File: config.mk
export PLATFORM = sky130hd
export DESIGN_NAME = matrix_engine
export DESIGN_NICKNAME = d
export VERILOG_FILES = /design/src/rtl/matrix_engine.sv
export SDC_FILE = /design/constraint.sdc
export NUM_CORES = 1
export LEC_CHECK = 0
export ABC_CLOCK_PERIOD_IN_PS = 20400
export CAP_MARGIN = 20
export CORE_MARGIN = 2
export CORE_UTILIZATION = 40
export CTS_BUF_LIST = sky130_fd_sc_hd__clkbuf_8
export CTS_CLUSTER_DIAMETER = 80
export CTS_CLUSTER_SIZE = 28
export DETAILED_ROUTE_END_ITERATION = 6
export HOLD_SLACK_MARGIN = 0.02
export PLACE_DENSITY_LB_ADDON = 0.3
export SYNTH_ARGS = -nofsm -noshare
export SYNTH_HDL_FRONTEND = slang
export SYNTH_SLANG_ARGS = --single-unit
File: constraint.sdc
create_clock -name CLK -period 20.4 [get_ports CLK]
set_input_delay 2.04 -clock CLK [delete_from_list [all_inputs] [get_ports CLK]]
set_output_delay 2.04 -clock CLK [all_outputs]
set_load 0.05 [all_outputs]
File: src/rtl/matrix_engine.sv
// Serial-loaded NxN signed matrix unit: rotates both operands by quarter turns,
// then computes A+B, A-B, AxB or det(A) and streams the result row-major.
module matrix_engine #(
    parameter int N  = 3,
    parameter int DW = 4,
    parameter int OW = 16
) (
    input  logic                 CLK,
    input  logic                 RESET,
    input  logic                 IN_VALID,
    input  logic signed [DW-1:0] IN,
    output logic                 IN_READY,
    output logic                 OUT_VALID,
    output logic signed [OW-1:0] OUT
);
    localparam int NN = N * N;
    localparam int AW = 3 * DW + 2;   // covers every op's full-precision width
    localparam int CW = $clog2(NN);

    localparam logic [2:0] S_IDLE     = 3'd0;
    localparam logic [2:0] S_LOAD_A   = 3'd1;
    localparam logic [2:0] S_LOAD_B   = 3'd2;
    localparam logic [2:0] S_LOAD_CFG = 3'd3;
    localparam logic [2:0] S_ROT      = 3'd4;
    localparam logic [2:0] S_COMPUTE  = 3'd5;
    localparam logic [2:0] S_OUT      = 3'd6;

    logic [2:0]           state_q, state_d;
    logic [CW-1:0]        cnt_q, cnt_d;
    logic [1:0]           cfg_q, cfg_d;
    logic [1:0]           ci_q, ci_d, cj_q, cj_d, ck_q, ck_d;
    logic [1:0]           rota_q, rota_d, rotb_q, rotb_d, op_q, op_d;
    logic signed [AW-1:0] acc_q, acc_d;
    logic signed [DW-1:0] a_q [NN];
    logic signed [DW-1:0] a_d [NN];
    logic signed [DW-1:0] b_q [NN];
    logic signed [DW-1:0] b_d [NN];
    logic signed [DW-1:0] wa_q [NN];
    logic signed [DW-1:0] wa_d [NN];
    logic signed [DW-1:0] wb_q [NN];
    logic signed [DW-1:0] wb_d [NN];
    logic signed [OW-1:0] res_q [NN];
    logic signed [OW-1:0] res_d [NN];
    logic signed [AW-1:0] det_term;
    logic                 accept;

    function automatic logic signed [AW-1:0] wide(input logic signed [DW-1:0] x);
        return AW'(x);
    endfunction

    // Two's-complement wrap (or sign extension) of a full-precision value to OW bits.
    function automatic logic signed [OW-1:0] fit(input logic signed [AW-1:0] v);
        logic signed [AW+OW-1:0] e;
        e = (AW + OW)'(v);
        return e[OW-1:0];
    endfunction

    // Flat source index feeding R[r][c] after k clockwise quarter turns.
    function automatic int rot_src(input int r, input int c, input logic [1:0] k);
        case (k)
            2'd0:    return r * N + c;
            2'd1:    return (N - 1 - c) * N + r;
            2'd2:    return (N - 1 - r) * N + (N - 1 - c);
            default: return c * N + (N - 1 - r);
        endcase
    endfunction

    assign IN_READY  = (state_q == S_IDLE) || (state_q == S_LOAD_A) ||
                       (state_q == S_LOAD_B) || (state_q == S_LOAD_CFG);
    assign accept    = IN_VALID && IN_READY;
    assign OUT_VALID = (state_q == S_OUT);
    assign OUT       = OUT_VALID ? res_q[cnt_q] : '0;

    // One signed cofactor term per cycle, selected by ck.
    if (N == 2) begin : g_det2
        always_comb begin
            if (ck_q == 2'd0) det_term = wide(wa_q[0]) * wide(wa_q[3]);
            else              det_term = -(wide(wa_q[1]) * wide(wa_q[2]));
        end
    end else begin : g_det3
        always_comb begin
            int c, c1, c2;
            logic signed [AW-1:0] minor;
            c  = int'(ck_q);
            c1 = (c == 0) ? 1 : 0;
            c2 = (c == 2) ? 1 : 2;
            minor = wide(wa_q[3 + c1]) * wide(wa_q[6 + c2]) -
                    wide(wa_q[3 + c2]) * wide(wa_q[6 + c1]);
            det_term = c[0] ? -(wide(wa_q[c]) * minor) : wide(wa_q[c]) * minor;
        end
    end

    always_comb begin
        int i, j, k;
        logic signed [AW-1:0] s, p;
        logic last, step_ij;
        state_d = state_q;  cnt_d  = cnt_q;  cfg_d  = cfg_q;
        ci_d    = ci_q;     cj_d   = cj_q;   ck_d   = ck_q;
        rota_d  = rota_q;   rotb_d = rotb_q; op_d   = op_q;
        acc_d   = acc_q;
        a_d = a_q;  b_d = b_q;  wa_d = wa_q;  wb_d = wb_q;  res_d = res_q;
        i = int'(ci_q);  j = int'(cj_q);  k = int'(ck_q);
        s = '0;  p = '0;  last = 1'b0;  step_ij = 1'b0;
        case (state_q)
            S_IDLE, S_LOAD_A: if (accept) begin
                a_d[cnt_q] = IN;
                if (cnt_q == CW'(NN - 1)) begin
                    state_d = S_LOAD_B;
                    cnt_d   = '0;
                end else begin
                    state_d = S_LOAD_A;
                    cnt_d   = cnt_q + 1'b1;
                end
            end
            S_LOAD_B: if (accept) begin
                b_d[cnt_q] = IN;
                if (cnt_q == CW'(NN - 1)) begin
                    state_d = S_LOAD_CFG;
                    cnt_d   = '0;
                end else begin
                    cnt_d = cnt_q + 1'b1;
                end
            end
            S_LOAD_CFG: if (accept) begin
                case (cfg_q)
                    2'd0:    rota_d = IN[1:0];
                    2'd1:    rotb_d = IN[1:0];
                    default: op_d   = IN[1:0];
                endcase
                if (cfg_q == 2'd2) begin
                    cfg_d   = '0;
                    state_d = S_ROT;
                end else begin
                    cfg_d = cfg_q + 1'b1;
                end
            end
            S_ROT: begin
                for (int r = 0; r < N; r++) begin
                    for (int c = 0; c < N; c++) begin
                        wa_d[r * N + c] = a_q[rot_src(r, c, rota_q)];
                        wb_d[r * N + c] = b_q[rot_src(r, c, rotb_q)];
                    end
                end
                ci_d = '0;  cj_d = '0;  ck_d = '0;  acc_d = '0;
                state_d = S_COMPUTE;
            end
            S_COMPUTE: begin
                case (op_q)
                    2'd0, 2'd1: begin
                        s = op_q[0] ? wide(wa_q[i * N + j]) - wide(wb_q[i * N + j])
                                    : wide(wa_q[i * N + j]) + wide(wb_q[i * N + j]);
                        res_d[i * N + j] = fit(s);
                        step_ij = 1'b1;
                    end
                    2'd2: begin
                        p = wide(wa_q[i * N + k]) * wide(wb_q[k * N + j]);
                        s = ((ck_q == 2'd0) ? '0 : acc_q) + p;
                        acc_d = s;
                        if (k == N - 1) begin
                            res_d[i * N + j] = fit(s);
                            ck_d    = '0;
                            step_ij = 1'b1;
                        end else begin
                            ck_d = ck_q + 1'b1;
                        end
                    end
                    default: begin
                        s = ((ck_q == 2'd0) ? '0 : acc_q) + det_term;
                        acc_d = s;
                        if (k == N - 1) begin
                            res_d[0] = fit(s);
                            last     = 1'b1;
                        end else begin
                            ck_d = ck_q + 1'b1;
                        end
                    end
                endcase
                if (step_ij) begin
                    if (j == N - 1) begin
                        cj_d = '0;
                        if (i == N - 1) last = 1'b1;
                        else            ci_d = ci_q + 1'b1;
                    end else begin
                        cj_d = cj_q + 1'b1;
                    end
                end
                if (last) begin
                    state_d = S_OUT;
                    cnt_d   = '0;
                end
            end
            S_OUT: begin
                if ((op_q == 2'd3) || (cnt_q == CW'(NN - 1))) begin
                    state_d = S_IDLE;
                    cnt_d   = '0;
                end else begin
                    cnt_d = cnt_q + 1'b1;
                end
            end
            default: state_d = S_IDLE;
        endcase
    end

    always_ff @(posedge CLK) begin
        if (RESET) begin
            state_q <= S_IDLE;
            cnt_q   <= '0;
            cfg_q   <= '0;
            ci_q    <= '0;
            cj_q    <= '0;
            ck_q    <= '0;
        end else begin
            state_q <= state_d;
            cnt_q   <= cnt_d;
            cfg_q   <= cfg_d;
            ci_q    <= ci_d;
            cj_q    <= cj_d;
            ck_q    <= ck_d;
        end
        rota_q <= rota_d;
        rotb_q <= rotb_d;
        op_q   <= op_d;
        acc_q  <= acc_d;
        a_q    <= a_d;
        b_q    <= b_d;
        wa_q   <= wa_d;
        wb_q   <= wb_d;
        res_q  <= res_d;
    end
endmodule

# Word level (Yosys, flattened, before mapping)
# Index checks and enable logic that the tools add are counted.
word_totals:
  input_bits: 7
  elab_cells: 375
  out_inout_bits: 18
  register_bits: 323
classes:
  multipliers: 6
  n_bitwise: 27
  n_eq_ne: 33
  mux: 171
  n_reduce_logical: 37
  n_addsub: 18
  n_lt_le_gt_ge: 28
ops:
  columns: ["op", "count"]
  rows:
  - ["$ge A32 B5 Y1 const B", 25]
  - ["$not A32 Y32", 18]
  - ["$mux W32", 17]
  - ["$bmux W4 S4", 27]
  - ["$bwmux W144", 2]
  - ["$pmux W128 S2", 1]
  - ["$mux W4", 59]
  - ["$mux W144", 1]
  - ["$pmux W4 S3", 9]
  - ["$mux W16", 5]
  - ["$bwmux W36", 2]
  - ["$pmux W3 S3", 8]
  - ["$bmux W16 S4", 1]
  - ["$demux W16 S4", 1]
  - ["$not A3 Y32", 2]
  - ["$not A4 Y32", 2]
  - ["$not A5 Y32", 2]
  - ["$pmux W14 S2", 2]
  - ["$mux W14", 3]
  - ["$add A32 B3 Y32", 1]
  - ["$lt A32 B1 Y1 const B", 1]
  - ["$not A2 Y32", 1]
  - ["$pmux W16 S2", 1]
  - ["$add A14 B14 Y14", 2]
  - ["46 further kinds", 127]

# Depth between registers and ports, before layout
depth:
  word_depth: 15
  ltp_mapped: 43
  depth_no_buf: 39

# Worst setup path after synthesis
# Ideal clock, no wire load.
synth_timing:
  kind: "flip-flop to flip-flop"
  startpoint: "register ck_q[0]"
  endpoint: "register acc_q[13], data pin"
  synth_period_minus_slack_ps: 10484
  slack_ps: 9916
  path_buffers: 4
  arrival_time_ps: 10334
  path_stages_with_launch: 40
  cell_sequence: "dfxtp_1 > clkbuf_1 > clkbuf_1 > buf_1 > inv_1 > ha_1 > clkbuf_1 > o21a_1 > a21oi_1 > or2_2 > inv_1 > fa_1 > inv_1 > fa_1 > inv_1 > fa_1 > fa_1 > ha_1 > (+4 left out) > and2_1 > fa_1 > fa_1 > ha_1 > ha_1 > o21a_1 > a21oi_1 > xnor2_1 > or3_1 > or3_1 > o31ai_1 > xor2_1 > ha_1 > and3_1 > a2111oi_0 > o211ai_1 > a2111o_1 > o211ai_2"
synth_between:
  elab_chain_len: 15
  word_cells_on_any_way: 52
  cone_classes: "10 x add/sub; 5 x mul; 1 x eq/ne; 27 x mux; 7 x bitwise; 2 x reduce/logical"
synth_lines:
  columns: ["element", "line", "text"]
  rows:
  - ["start: declaration", "31", "logic [1:0] ci_q, ci_d, cj_q, cj_d, ck_q, ck_d;"]
  - ["start signal: assignment", "218", "ck_q <= ck_d;"]
  - ["$eq A2 B2 Y1 / $logic_not A2 Y1 (equally long branches)", "86, 85", null]
  - ["$mux W2 / $mux W1 (equally long branches)", "86, 85", null]
  - ["$add A3 B2 Y4 (tied with other cells)", "87", "minor = wide(wa_q[3 + c1]) * wide(wa_q[6 + c2]) -"]
  - ["$not A4 Y32 (implied by the code) (tied with other cells)", "87", null]
  - ["$bmux W4 S4 (on tied branches)", "87, 88", null]
  - ["$mux W4 (on tied branches) (2 in a row)", "87, 88", null]
  - ["$mul A4 B4 Y8 (on tied branches)", "87, 88", null]
  - ["$sub A8 B8 Y9", "87", null]
  - ["$mul A4 B9 Y13", "89", "det_term = c[0] ? -(wide(wa_q[c]) * minor) : wide(wa_q[c]) * minor;"]
  - ["$neg A14 Y14", "89", null]
  - ["$mux W14", "89", null]
  - ["$add A14 B14 Y14", "168", "s = ((ck_q == 2'd0) ? '0 : acc_q) + det_term;"]
  - ["$pmux W14 S2 *", "148", "case (op_q)"]
  - ["$pmux W14 S2 *", "104", "case (state_q)"]
  - ["end signal: assignment", "223", "acc_q <= acc_d;"]
  - ["end: declaration", "33", "logic signed [AW-1:0] acc_q, acc_d;"]
# Mark *: on every way between the ends. The rest lies on a longest branch, timed or not. The select of a mux whose other input is x is not followed.
# A chain may end at the register's enable or synchronous reset.

# Worst setup path after layout
layout_timing:
  startpoint: "register ck_q[1]"
  endpoint: "register acc_q[13], data pin"
# Same word-level chain as after synthesis.

==> results.yml <==
outcome:
  outcome: "completed"
cts:
  htree_levels: 1
  clkSinkCount: 307
  cts_tree: "built"
  cts_hold_buf: 0
  cts_buffers: 15
  clock_path_buffers: 3
  cts.reportedPaths.clkPinSlew_ns: 0.16
  cts_resized: 0
  clk_latency_ns: 0.58
  clockRootBuffer: "clkbuf_8"
  cts_setup_buffers: 0
flow_run:
  maxCapViolations: 0
worst_hold_path:
  whs_path_depth: 2
  hold_path.class: "flop to flop"
floorplan:
  die_height_um: 231
  core-area_sq_um: 51100
  start_util_pct: 40.2
  die_x_um: 231
  rows: 83
  boundaryPins: 25
  dieArea_sq_um: 53200
global_routing:
  antenna_found_initial: 0
  overflow: 0
  grt_pass1_wl_um: 76700
  grt_max_degree: 73
  grt_pass1_vias: 13700
  track_usage_pct: 18.1
final_layout:
  nets: 1959
  drive_gt1_share_pct: 9.59
  fillers: 4773
  syn_to_final_growth_pct: 6.04
sta:
  setup_viol: 0
  fmax_mhz: 92.0
  fin_tns_setup_ns: 0
  slew_viol_final: 0
  finalCritPeriodShare_pct: 53.3
  relSlewSlack_pct: 36.0
  final-hold-violation-count: 0
  period_needed_ns: 10.87
  skew_ns: 0.0246
  tightestPinTransition_ns: 0.957
  rsz0062_at_grt: "no"
routing:
  wl_per_cell_um: 19.5
  vias: 13800
  drc_errors: 0
  wirelength_um: 47800
  dr.first_iter.drc_count: 1065
  vias_per_cell: 5.61
  first_pass_iters: 5
  ant_nets: 0
setup_path:
  startpoint_type: "flop"
  ff2ff_path_depth: 35
  crit_type: "flop to flop"
  critPathRequiredTime_ns: 20.80
  cp_max_fo: 20
  crit_arrival_ns: 11.28
  max_stage_delay_ns: 0.77
  crit_slowest_cell: "ha_1"
  endpoint_kind: "flop"
synth:
  yosys_most_used_dff: "edfxtp_1"
  ys_warn_count: 0
  synth_most_common_cell: "edfxtp_1"
  async_flop_share_pct: 0
  synth.distinct_cells: 73
  syn_avg_cell_area_sq_um: 11.5
  ys_top_cells_by_area: "edfxtp_1 43%, ha_1 7.5%, mux4_2 7.5%"
  synth.largest_area_cell: "edfxtp_1"
  syn-num-nets: 1973
  synth.ff_latch_count: 307
  yosysSeqAreaShare_pct: 44.1
  synth_edf_count: 292
  synth_commonest_cells: "292 x edfxtp_1, 261 x nor2_1, 123 x ha_1, 97 x mux2i_1, 90 x inv_1"
  synth_top_area_share_pct: 42.7
  synth_cells: 1780
  syn_area_sq_um: 20600
placed_design:
  dpl.hpwl_um: 36200
  place.gp.congestion: 0.861
  numPortBuffers: 24
==> cells in the final DEF (no fill, tap or decap), types with 46 or more instances in the layout <==
master / instances
edfxtp_1: 292
and2_1: 46
xnor2_1: 47
nand2_1: 83
a21oi_1: 74
o21ai_0: 51
inv_1: 95
ha_1: 123
fa_1: 63
mux2i_1: 97
nor2_1: 260
mux4_2: 68
==> stage by stage <==
| step | utilization (%) | setup WS [ns] | instances | instance area, sq um | hold WS, ns |
|---|---|---|---|---|---|
| floorplan | - | 9.92 | 1780 | 20600 | 0.449 |
| global placement | 42.0 | 9.75 | 2423 | 21500 | 0.515 |
| detailed placement | 42.1 | 9.54 | 2426 | 21500 | 0.524 |
| CTS | 42.6 | 9.46 | 2450 | 21800 | 0.547 |
| global route | 42.7 | 8.63 | 2453 | 21800 | 0.589 |
| finish | 42.7 | 9.53 | 2454 | 21800 | 0.549 |
==> layer usage <==
layer  global-route usage (%)  wire [um]  vias to the layer above
met3                     1.32       2050                       47
met4                     4.21        940                        0
met2                     30.9      23200                      369
met5                        0          0                        -
met1                     25.3      21600                     6875
li1                         -          -                     6485
==> cell type report <==
class                   instances  area, sq um  share of cell area, %
diodes                          1         2.50                 0.0115
inverters                      90          338                   1.55
clock buffers                  15          206                  0.947
well taps                     680          851                   3.90
flip-flops and latches        307         9070                   41.6
repair buffers                 50          443                   2.03
multi-input cells            1302        10800                   49.7
clock inverters                 9         52.6                  0.241
==> worst max-delay path, delay by kind of cell (launching register included) <==
family	cells	cell delay [ns]
and+or+nand+nor	7	1.56
AOI/OAI and AO/OA	9	2.30
buffers and inverters	4	0.47
xor gates and xnor gates	3	0.61
DFF	1	0.48
adders and majority gates	12	5.29
==> cells by family (layout without fill, tap and decap cells) <==
logic type	Yosys count	in the layout	synth area share (%)
AOI/OAI and AO/OA	322	322	10.5
DFF	307	307	44.1
xor gates and xnor gates	75	75	3.26
adders and majority gates	186	186	13.6
and+or+nand+nor	532	532	11.9
buffers and inverters	171	164	3.21
muxes	187	187	13.4
other	0	1	0
==> state kept, by name (all words and copies together), names as in the netlist <==
| signal | cells |
|---|---|
| cfg_q | 2 |
| cnt_q | 4 |
| rotb_q | 2 |
| cj_q | 2 |
| ck_q | 2 |
| wb_q | 36 |
| state_q | 3 |
| acc_q | 14 |
| rota_q | 2 |
| b_q | 36 |
| op_q | 2 |
| wa_q | 36 |
| a_q | 36 |
| res_q | 128 |
| ci_q | 2 |
==> path summary, 6_finish.rpt <==
kind | startpoint | end | slack (ns)
setup / recovery | ck_q[1]$_SDFFE_PP0P_ | acc_q[13]$_SDFFCE_PN0P_ | 9.53
hold / removal | cfg_q[0]$_SDFFE_PP0P_ | cfg_q[0]$_SDFFE_PP0P_ | 0.55
setup reg to reg | ck_q[1]$_SDFFE_PP0P_ | acc_q[13]$_SDFFCE_PN0P_ | 9.53
hold reg to reg | cfg_q[0]$_SDFFE_PP0P_ | cfg_q[0]$_SDFFE_PP0P_ | 0.55
Power is left out: the tool's default activity adds up to more than one toggle a clock period on the data nets, which glitch-free logic cannot reach.
